[config.mk]
export PLATFORM = sky130hd
export DESIGN_NAME = bus_dev_port
export DESIGN_NICKNAME = d
export VERILOG_FILES = /design/src/rtl/bus_pkg.sv /design/src/rtl/fifo_sync.sv /design/src/rtl/bus_dev_port.sv
export SDC_FILE = /design/constraint.sdc
export NUM_CORES = 1
export LEC_CHECK = 0
export ABC_AREA = 1
export CAP_MARGIN = 10
export CELL_PAD_IN_SITES_DETAIL_PLACEMENT = 0
export CELL_PAD_IN_SITES_GLOBAL_PLACEMENT = 1
export CORE_MARGIN = 5
export CORE_UTILIZATION = 40
export CTS_BUF_LIST = sky130_fd_sc_hd__clkbuf_4 sky130_fd_sc_hd__clkbuf_8 sky130_fd_sc_hd__clkbuf_16
export DETAILED_ROUTE_END_ITERATION = 8
export GPL_ROUTABILITY_DRIVEN = 0
export PLACE_DENSITY = 0.71
export SYNTH_ARGS = -nofsm -noshare
export SYNTH_HDL_FRONTEND = slang
export SYNTH_SLANG_ARGS = --single-unit
export TNS_END_PERCENT = 50
[constraint.sdc]
create_clock -name clk -period 3.1 [get_ports clk]
set_input_delay 0.62 -clock clk [delete_from_list [all_inputs] [get_ports clk]]
set_output_delay 0.62 -clock clk [all_outputs]
set_load 0.02 [all_outputs]
[src/rtl/bus_pkg.sv]
// Shared definitions for the bus device port: destination-ID type and width,
// counter saturation value, and a helper that extracts the destination ID
// from the top byte of a packet.
package bus_pkg;

    localparam int unsigned DEST_W    = 8;
    // Widest packet get_dest() accepts; narrower packets are zero-extended.
    localparam int unsigned PKT_W_MAX = 64;
    localparam logic [7:0]  CNT_MAX   = 8'hFF;

    typedef logic [DEST_W-1:0] dest_t;

    // Destination ID is the top DEST_W bits of a pkt_w-bit packet.
    function automatic dest_t get_dest(input logic [PKT_W_MAX-1:0] pkt,
                                       input int unsigned pkt_w);
        return dest_t'(pkt >> (pkt_w - DEST_W));
    endfunction

endpackage

[src/rtl/fifo_sync.sv]
// Show-ahead synchronous FIFO.
// Ports:
//   clk, reset (async, active-low)
//   wr/din   : enqueue strobe and data
//   rd       : dequeue strobe (ignored while empty)
//   dout     : head entry, 0 while empty
//   empty    : count == 0
//   full     : count == depth
//   wr_drop  : write rejected this cycle (full and no effective read)
module fifo_sync #(
    parameter int unsigned width = 16,
    parameter int unsigned depth = 8
) (
    input  logic             clk,
    input  logic             reset,
    input  logic             wr,
    input  logic             rd,
    input  logic [width-1:0] din,
    output logic [width-1:0] dout,
    output logic             empty,
    output logic             full,
    output logic             wr_drop
);

    localparam int unsigned PtrW = $clog2(depth);
    localparam int unsigned CntW = PtrW + 1;

    logic [width-1:0] mem_q [depth];
    logic [PtrW-1:0]  wr_ptr_q, rd_ptr_q;
    logic [CntW-1:0]  count_q;
    logic             rd_en, wr_en;

    always_comb begin
        empty   = (count_q == '0);
        full    = (count_q == CntW'(depth));
        rd_en   = rd && !empty;
        // A read in the same cycle frees the slot a full queue needs.
        wr_en   = wr && (!full || rd_en);
        wr_drop = wr && !wr_en;
        dout    = empty ? '0 : mem_q[rd_ptr_q];
    end

    always_ff @(posedge clk or negedge reset) begin
        if (!reset) begin
            wr_ptr_q <= '0;
            rd_ptr_q <= '0;
            count_q  <= '0;
            for (int unsigned i = 0; i < depth; i++) begin
                mem_q[i] <= '0;
            end
        end else begin
            if (wr_en) begin
                mem_q[wr_ptr_q] <= din;
                wr_ptr_q        <= wr_ptr_q + 1'b1;
            end
            if (rd_en) begin
                rd_ptr_q <= rd_ptr_q + 1'b1;
            end
            case ({wr_en, rd_en})
                2'b10:   count_q <= count_q + 1'b1;
                2'b01:   count_q <= count_q - 1'b1;
                default: count_q <= count_q;
            endcase
        end
    end

endmodule

[src/rtl/bus_dev_port.sv]
// Device-side endpoint of the bus arbiter. Holds a TX queue drained by the
// bus and an RX queue filled by the bus, an RX destination filter, and
// saturating drop/filter counters.
// Ports:
//   clk, reset (async, active-low)
//   tx_wr/tx_din/tx_full    : host side of TX queue
//   pndng/D_pop/pop         : bus side of TX queue
//   push/D_push             : bus delivery into RX (address filtered)
//   rx_rd/rx_dout/rx_pndng/rx_full : host side of RX queue
//   ovf_cnt                 : packets dropped on full TX or RX
//   flt_cnt                 : bus pushes rejected by the address filter
module bus_dev_port
    import bus_pkg::*;
#(
    parameter int unsigned pckg_sz   = 16,
    parameter int unsigned depth     = 8,
    parameter dest_t       id        = 8'h00,
    parameter dest_t       broadcast = 8'hFF
) (
    input  logic               clk,
    input  logic               reset,
    input  logic               tx_wr,
    input  logic [pckg_sz-1:0] tx_din,
    output logic               tx_full,
    output logic               pndng,
    output logic [pckg_sz-1:0] D_pop,
    input  logic               pop,
    input  logic               push,
    input  logic [pckg_sz-1:0] D_push,
    input  logic               rx_rd,
    output logic [pckg_sz-1:0] rx_dout,
    output logic               rx_pndng,
    output logic               rx_full,
    output logic [7:0]         ovf_cnt,
    output logic [7:0]         flt_cnt
);

    logic       tx_empty, rx_empty;
    logic       tx_drop, rx_drop;
    logic       accept, flt_inc;
    dest_t      dest;
    logic [8:0] ovf_sum;
    logic [7:0] ovf_q, ovf_d, flt_q, flt_d;

    fifo_sync #(
        .width (pckg_sz),
        .depth (depth)
    ) u_tx_fifo (
        .clk     (clk),
        .reset   (reset),
        .wr      (tx_wr),
        .rd      (pop),
        .din     (tx_din),
        .dout    (D_pop),
        .empty   (tx_empty),
        .full    (tx_full),
        .wr_drop (tx_drop)
    );

    fifo_sync #(
        .width (pckg_sz),
        .depth (depth)
    ) u_rx_fifo (
        .clk     (clk),
        .reset   (reset),
        .wr      (accept),
        .rd      (rx_rd),
        .din     (D_push),
        .dout    (rx_dout),
        .empty   (rx_empty),
        .full    (rx_full),
        .wr_drop (rx_drop)
    );

    always_comb begin
        dest    = get_dest(PKT_W_MAX'(D_push), pckg_sz);
        accept  = push && ((dest == id) || (dest == broadcast));
        flt_inc = push && !accept;

        // Both queues may drop in the same cycle, so the increment is 0..2.
        ovf_sum = {1'b0, ovf_q} + 9'(tx_drop) + 9'(rx_drop);
        ovf_d   = (ovf_sum > {1'b0, CNT_MAX}) ? CNT_MAX : ovf_sum[7:0];
        flt_d   = (flt_inc && (flt_q != CNT_MAX)) ? flt_q + 8'd1 : flt_q;
    end

    always_ff @(posedge clk or negedge reset) begin
        if (!reset) begin
            ovf_q <= '0;
            flt_q <= '0;
        end else begin
            ovf_q <= ovf_d;
            flt_q <= flt_d;
        end
    end

    assign pndng    = !tx_empty;
    assign rx_pndng = !rx_empty;
    assign ovf_cnt  = ovf_q;
    assign flt_cnt  = flt_q;

endmodule

Word-level counts from Yosys, hierarchy flattened --
Cells that the tools add are included.
Operators by class: add/subtract/negate cells 11, order comparisons 7, eq/ne operators 8, multiplexer cells 17, bitwise logic cells 4, reductions and logical operators 26
Operator list (count):
- $bwmux 128 | 2
- $mux 16 | 8
- $bmux 16 s3 | 2
- $demux 16 s3 | 2
- $ge 4x4->1 const B | 4
- $not 3->4 | 4
- $pmux 4 s2 | 2
- $add 3x1->3 const B | 4
- $logic_and 1x1->1 | 11
- $add 8x1->9 | 1
- $add 9x1->9 | 1
- $gt 9x8->1 const B | 1
- $add 4x1->4 const B | 2
- $add 8x1->8 const B | 1
- $eq 4x4->1 const B | 2
- $eq 8x8->1 const B | 1
- $logic_not 4->1 | 2
- $logic_not 8->1 | 1
- $lt 4x1->1 const B | 2
- $mux 8 | 1
- $ne 8x8->1 const B | 1
- $sub 4x1->4 const B | 2
- $logic_not 1->1 | 7
- $eq 2x1->1 const B | 2
- other kinds (3) | 7
Word-level totals: flip-flop bits (word level) 292, input bits 38, output and inout bits 52, word-level logic and storage cells 97

Logic depth before layout (Yosys ltp) --
depth after elaboration 11, depth in mapped cells 18

Hierarchy --
Synthesis repeated with hierarchy kept, for this count alone.
Unflattened totals: cells, all modules 1649, area, all modules 13994.7 um^2
Modules (own cells, without submodules):
- fifo_sync (u_rx_fifo) | times used 1, cells each 765, area an instance 6531.3 um^2, sequential area each 3453.3 um^2
- fifo_sync (u_tx_fifo) | times used 1, cells each 765, area an instance 6528.8 um^2, sequential area each 3453.3 um^2
- bus_dev_port | times used 1, cells each 119, area an instance 934.6 um^2, sequential area each 400.4 um^2

Worst setup path before layout --
No wires, ideal clock.
path type input -> register, start input port D_push[9], end register ovf_q[2] (netlist: ovf_cnt[2]), setup time 0.083 ns, data arrival time 2.738 ns, slack 0.279 ns, stages 17, buffers on the path 4, cells stage by stage buf_2 > nand2_1 > nor2_2 > nand2_2 > a21oi_4 > buf_6 > buf_6 > inv_2 > nor2_1 > fa_1 > ha_1 > nand2_1 > inv_1 > nand2_1 > or2_2 > clkbuf_1 > o21ai_0
Between the ends: word-level cells in the longest chain between the ends 9, elaborated cells between the ends (all ways) 10, those cells by class add/sub (1); order compare (1); eq/ne (1); mux (1); reduce/logical (6)
RTL lines:
- start: declaration | line bus_dev_port.sv:29 | input logic [pckg_sz-1:0] D_push,
- $eq 8x8->1 / $logic_not 8->1 (equally long branches) | line bus_dev_port.sv:77 | accept = push && ((dest == id) || (dest == broadcast));
- $logic_or 1x1->1 * | line bus_dev_port.sv:77
- $logic_and 1x1->1 * | line bus_dev_port.sv:77
- $logic_and 1x1->1 | line fifo_sync.sv:38 | wr_en = wr && (!full || rd_en);
- $logic_not 1->1 | line fifo_sync.sv:39 | wr_drop = wr && !wr_en;
- $logic_and 1x1->1 * | line fifo_sync.sv:39
- $add 9x1->9 * | line bus_dev_port.sv:81 | ovf_sum = {1'b0, ovf_q} + 9'(tx_drop) + 9'(rx_drop);
- $gt 9x8->1 | line bus_dev_port.sv:82 | ovf_d = (ovf_sum > {1'b0, CNT_MAX}) ? CNT_MAX : ovf_sum[7:0];
- $mux 8 * | line bus_dev_port.sv:82
- named net ovf_d[2] | line bus_dev_port.sv:43 | logic [7:0] ovf_q, ovf_d, flt_q, flt_d;
- end signal: assignment | line bus_dev_port.sv:91 | ovf_q <= ovf_d;
- end: declaration | line bus_dev_port.sv:43
Mark *: on every way through the listed nets, which the timed path passes. The rest lies on a longest branch. A chain may end at the register's enable or synchronous reset.

Worst setup path after layout --
start register u_tx_fifo.rd_ptr_q[0], end output port D_pop[15]
Between the ends: word-level cells in the longest chain between the ends 5
RTL lines:
- start: declaration | line fifo_sync.sv:29 | logic [PtrW-1:0] wr_ptr_q, rd_ptr_q;
- start signal: assignment | line fifo_sync.sv:57 | rd_ptr_q <= rd_ptr_q + 1'b1;
- $not 3->4 (not written as such) | line fifo_sync.sv:40 | dout = empty ? '0 : mem_q[rd_ptr_q];
- $bmux 16 s3 | line fifo_sync.sv:40
- $mux 16 (not written as such) (2 in a row) | line fifo_sync.sv:40
- $mux 16 | line fifo_sync.sv:40
- end: declaration | line bus_dev_port.sv:26 | output logic [pckg_sz-1:0] D_pop,
No other way between the ends. The select of a mux whose other input is x is not followed.

==> results <==
- The run finished with clean final reports.
- The part of the power in the clock network is 25.7%.
- The worst path uses 96.0% of the clock period.
- The area of the die is 40,000 um2.
- The die width is 200 um.
- The library cell with the largest summed area after synthesis is sky130_fd_sc_hd__dfrtp_1.
- Of the total power, combinational logic draws 42.0%.
- In this run the power spent charging and discharging nets is 6.60 mW.
- The total via count after detailed routing is 12,600.
- Setup slack closes at 0.123 ns.
- Synthesis produced a netlist with a net count of 1,822.
- The worst vdd rail ir drop is 0.000614 V.
- The largest net degree at the start of global routing is 105.
- The root buffer cell chosen for the clock tree is sky130_fd_sc_hd__clkbuf_16.
- The startpoint of the most critical register-to-register path is u_tx_fifo.count_q[0].
- The placeable core region is 35,600 um2.
- For this configuration, the core starts out at a cell density of 40.6%.
- The final non-filler cell area is 17,200 um2.
- The worst-case clock buffer depth is 3.
- The kind of end point of the critical path is an output port.
- The initialized floorplan defines 69 standard-cell rows.
- The endpoint identified for the worst register-to-register timing path is u_tx_fifo.count_q[3].
- STA classifies the critical path startpoint as a flop.
- The number of clock sinks is 292.
- The maximum clock frequency is 336 MHz.
- In this run, CTS created clock tree buffers numbering 35.
- The final antenna-violating net count is 0.
- Before antenna repair, the detailed router went through 6 iterations.
- The sequential element share of the synthesized area is 50.6%.
- The area growth from synthesis to layout is 18.9%.
- Tracing the worst setup path back leads to its startpoint at u_tx_fifo.rd_ptr_q[0].
- The final number of hold-violating endpoints is 0.
- The number of global-route vias before repair is 12,300.
- The clock tree from TritonCTS is yes.
- The worst endpoint required time is 2.48 ns.
- For this run, design rule violations remaining after detail routing come to 0.
- The top cell types in the final layout, fill and taps aside, are 497 x sky130_fd_sc_hd__nand2_1, 289 x sky130_fd_sc_hd__dfrtp_1, 268 x sky130_fd_sc_hd__o21ai_0, 247 x sky130_fd_sc_hd__nor2_1, 117 x sky130_fd_sc_hd__nand4_1.
- The pre-CTS worst setup slack is -0.174 ns.
- Net switching is 39.9% of the power.
- The average via count per standard cell is 5.39.
- The half-perimeter wire length of the detailed placement result is 27,600 um.
- Subtracting the final worst setup slack from the clock period gives 2.98 ns.
- The clock latency on the worst-skew pair is 0.52 ns.
- Counting flops and latches in the post-synthesis netlist gives 292.
- The number of violations reported at the end of detailed-routing iteration 0 is 1,106.
- The design internal power is 9.92 mW.
- The tightest min-delay check is of the in -> async type.
- The first global-routing pass estimated 70,400 um of wire.
- The post-placement cell area is 15,900 um2.
- The power per unit of standard cell area is 963 nW/um2.
- After synthesis, the netlist uses 34 different library cells.
- The share of power burned in registers is 32.3%.
- Data on the critical path arrives at its endpoint at 2.36 ns.
- The number of warnings issued by yosys is 0.
- Of the cells placed in the final design, the portion with a size suffix greater than 1 is 9.74%.
- The number of instances in the synthesized netlist is 1,769.
- The count of boundary I/O pins is 90.
- Measured against its own limit, the worst slew margin works out to 47.3%.
- The most common library cell in the layout ignoring fill and taps is sky130_fd_sc_hd__nand2_1.
- The setup check on the worst reg-to-reg path leaves a slack of 0.61 ns.
- The number of max-slew violations in the final report came to 0.
- The actual slew at the worst max-slew pin is 0.791 ns.
- Setup violations remaining at the end of the flow were counted as 0.
- The number of antenna violations at the first check in global routing is 1.
- For this run the aggregate overflow at the end of global routing stands at 0.
- In the final routed layout, each cell accounts on average for 19.0 um.
- The cell area that synthesis handed to floorplanning was 14,400 um2.
- The net count of the finished layout is 1,896.
- The top cell type's share of synthesized area is 50.6%.
- The register clock-pin slew on the reported worst setup and hold paths is 0.06 ns.
- By startpoint and endpoint, the worst setup path is classified as reg -> out.
- A synthesized cell averages 8.16 um2.
- Counting cells, the worst reg-to-reg path comes to 13.
- Setup repair after global routing could not meet its margin everywhere.
- The post-route clock skew is 0.0148 ns.
- The final layout contains routed wiring with a total length of 44,400 um.
- In the post-synthesis netlist, the biggest area contributors are sky130_fd_sc_hd__dfrtp_1 51%, sky130_fd_sc_hd__nand2_1 13%, sky130_fd_sc_hd__o21ai_0 9.3%, sky130_fd_sc_hd__nor2_1 6.4%, sky130_fd_sc_hd__nand4_1 5.1%.
- The H-tree level count is 2.
- In this run the tool buffered the top-level ports with 89 buffer cells.
- The critical-path maximum fanout is 20.
- Measured along the y axis, the die boundary spans 200 um.
- In the global route stage, overall resource usage came out at 22.2%.
- The leakage dissipation is 8.56 nW.
- At the end of the flow the core is filled with cells to 48.2%.
- Across the run, the number of max-cap violations was 0.
[synthesized netlist by cell type]
cell                       number
sky130_fd_sc_hd__or2_2          1
sky130_fd_sc_hd__a21oi_1        4
sky130_fd_sc_hd__buf_1          6
sky130_fd_sc_hd__nand4_1      117
sky130_fd_sc_hd__clkbuf_1      48
sky130_fd_sc_hd__ha_1          12
sky130_fd_sc_hd__nand3_1       18
sky130_fd_sc_hd__nand2_8        1
sky130_fd_sc_hd__inv_1         54
sky130_fd_sc_hd__nand4_4        8
sky130_fd_sc_hd__nand2_1      497
sky130_fd_sc_hd__nor3_1         1
sky130_fd_sc_hd__nand3b_1       2
sky130_fd_sc_hd__clkbuf_2       5
sky130_fd_sc_hd__clkinv_1       1
sky130_fd_sc_hd__nor2_2         5
sky130_fd_sc_hd__nor2_4         1
sky130_fd_sc_hd__xnor2_1        8
sky130_fd_sc_hd__inv_2          6
sky130_fd_sc_hd__buf_2         46
sky130_fd_sc_hd__o211ai_1      34
sky130_fd_sc_hd__a21oi_4        1
sky130_fd_sc_hd__xor2_1        12
sky130_fd_sc_hd__fa_1           3
sky130_fd_sc_hd__nand4_2        2
sky130_fd_sc_hd__dfrtp_1      292
sky130_fd_sc_hd__nand2_2        3
sky130_fd_sc_hd__nor2_1       247
sky130_fd_sc_hd__nor4_1         2
sky130_fd_sc_hd__buf_4         18
sky130_fd_sc_hd__o21ai_0      268
sky130_fd_sc_hd__buf_6         13
sky130_fd_sc_hd__o22ai_1       32
sky130_fd_sc_hd__o21ai_1        1
[worst max-delay path: stages, from the launching register on]
cell	delay [ns]
sky130_fd_sc_hd__dfrtp_2	0.43
sky130_fd_sc_hd__buf_4	0.27
sky130_fd_sc_hd__o21ai_0	0.15
sky130_fd_sc_hd__o211ai_1	0.18
sky130_fd_sc_hd__nand2_1	0.07
sky130_fd_sc_hd__nor2_1	0.11
sky130_fd_sc_hd__clkdlybuf4s50_1	0.63
[worst max path at each step]
stage                     slack [ns]  cells past startpoint              endpoint
after detailed placement       -0.17                     14  u_rx_fifo.count_q[3]
after CTS                       0.01                      7              D_pop[9]
after global routing           -0.02                      6             D_pop[15]
after floorplan                 0.28                     17            ovf_cnt[2]
final                           0.12                      6             D_pop[15]
after global placement         -0.13                     14  u_rx_fifo.count_q[3]
[state kept, by name, indices dropped and copies added (netlist names)]
register	count
u_rx_fifo.wr_ptr_q	3
u_tx_fifo.count_q	4
u_rx_fifo.rd_ptr_q	3
u_tx_fifo.wr_ptr_q	3
u_rx_fifo.mem_q	128
ovf_cnt	8
u_rx_fifo.count_q	4
u_tx_fifo.mem_q	128
flt_cnt	8
u_tx_fifo.rd_ptr_q	3
[power by group through the flow]
stage / Sequential, mW / Combinational (mW) / Clock (mW)
floorplan: 5.26 / 4.38 / 0
global placement: 5.35 / 7.07 / 0
detailed placement: 5.36 / 7.11 / 0
CTS: 5.33 / 6.99 / 4.36
global route: 5.45 / 7.77 / 4.50
finish: 5.34 / 6.93 / 4.25
[kinds of logic after synthesis]
logic type,Yosys count,share of synthesized area [%]
buffers and inverters,197,6.71
AND/OR/NAND/NOR,905,27.2
XOR/XNOR,20,1.21
flip-flops,292,50.6
adder cells (fa/ha/maj),15,1.46
AO/OA/AOI/OAI,340,12.7
[metal layers]
metal,vias up,GRT usage [%],share of wire (%)
met3,61,3.66,5.5
met1,6098,31.1,46
met2,367,36.0,47
li1,6026,-,-
met5,-,0,0.029
met4,2,5.94,2.1
[cell type report]
class / count / area [um2]
inverters: 61 / 233
fillers: 3519 / 18400
flip-flops and latches: 292 / 7310
repair buffers: 172 / 1670
well taps: 461 / 577
clock buffers: 50 / 1010
clock inverters: 12 / 174
multi-input cells: 1280 / 6160
diodes: 1 / 2.50
repair inverters: 1 / 7.51
[per-stage QoR]
| stage | power, mW | hold slack [ns] | instances | setup TNS, ns |
|---|---|---|---|---|
| 3_5_place_dp | 12.5 | 0.461 | 2265 | -3.18 |
| 4_1_cts | 16.7 | 0.156 | 2328 | 0 |
| 5_1_grt | 17.7 | 0.188 | 2329 | -0.0175 |
| 2_1_floorplan | 9.64 | 0.324 | 1769 | 0 |
| 6_report | 16.5 | 0.120 | 2330 | 0 |
| 3_3_place_gp | 12.4 | 0.457 | 2265 | -1.17 |
[timing repair]
action                     CTS  global route
setup endpoints to repair   24            12
resized for setup           27            14
hold buffers                 0             0
cloned                       1             0
setup buffers                0             1
Power figures use the tool's default switching activity.
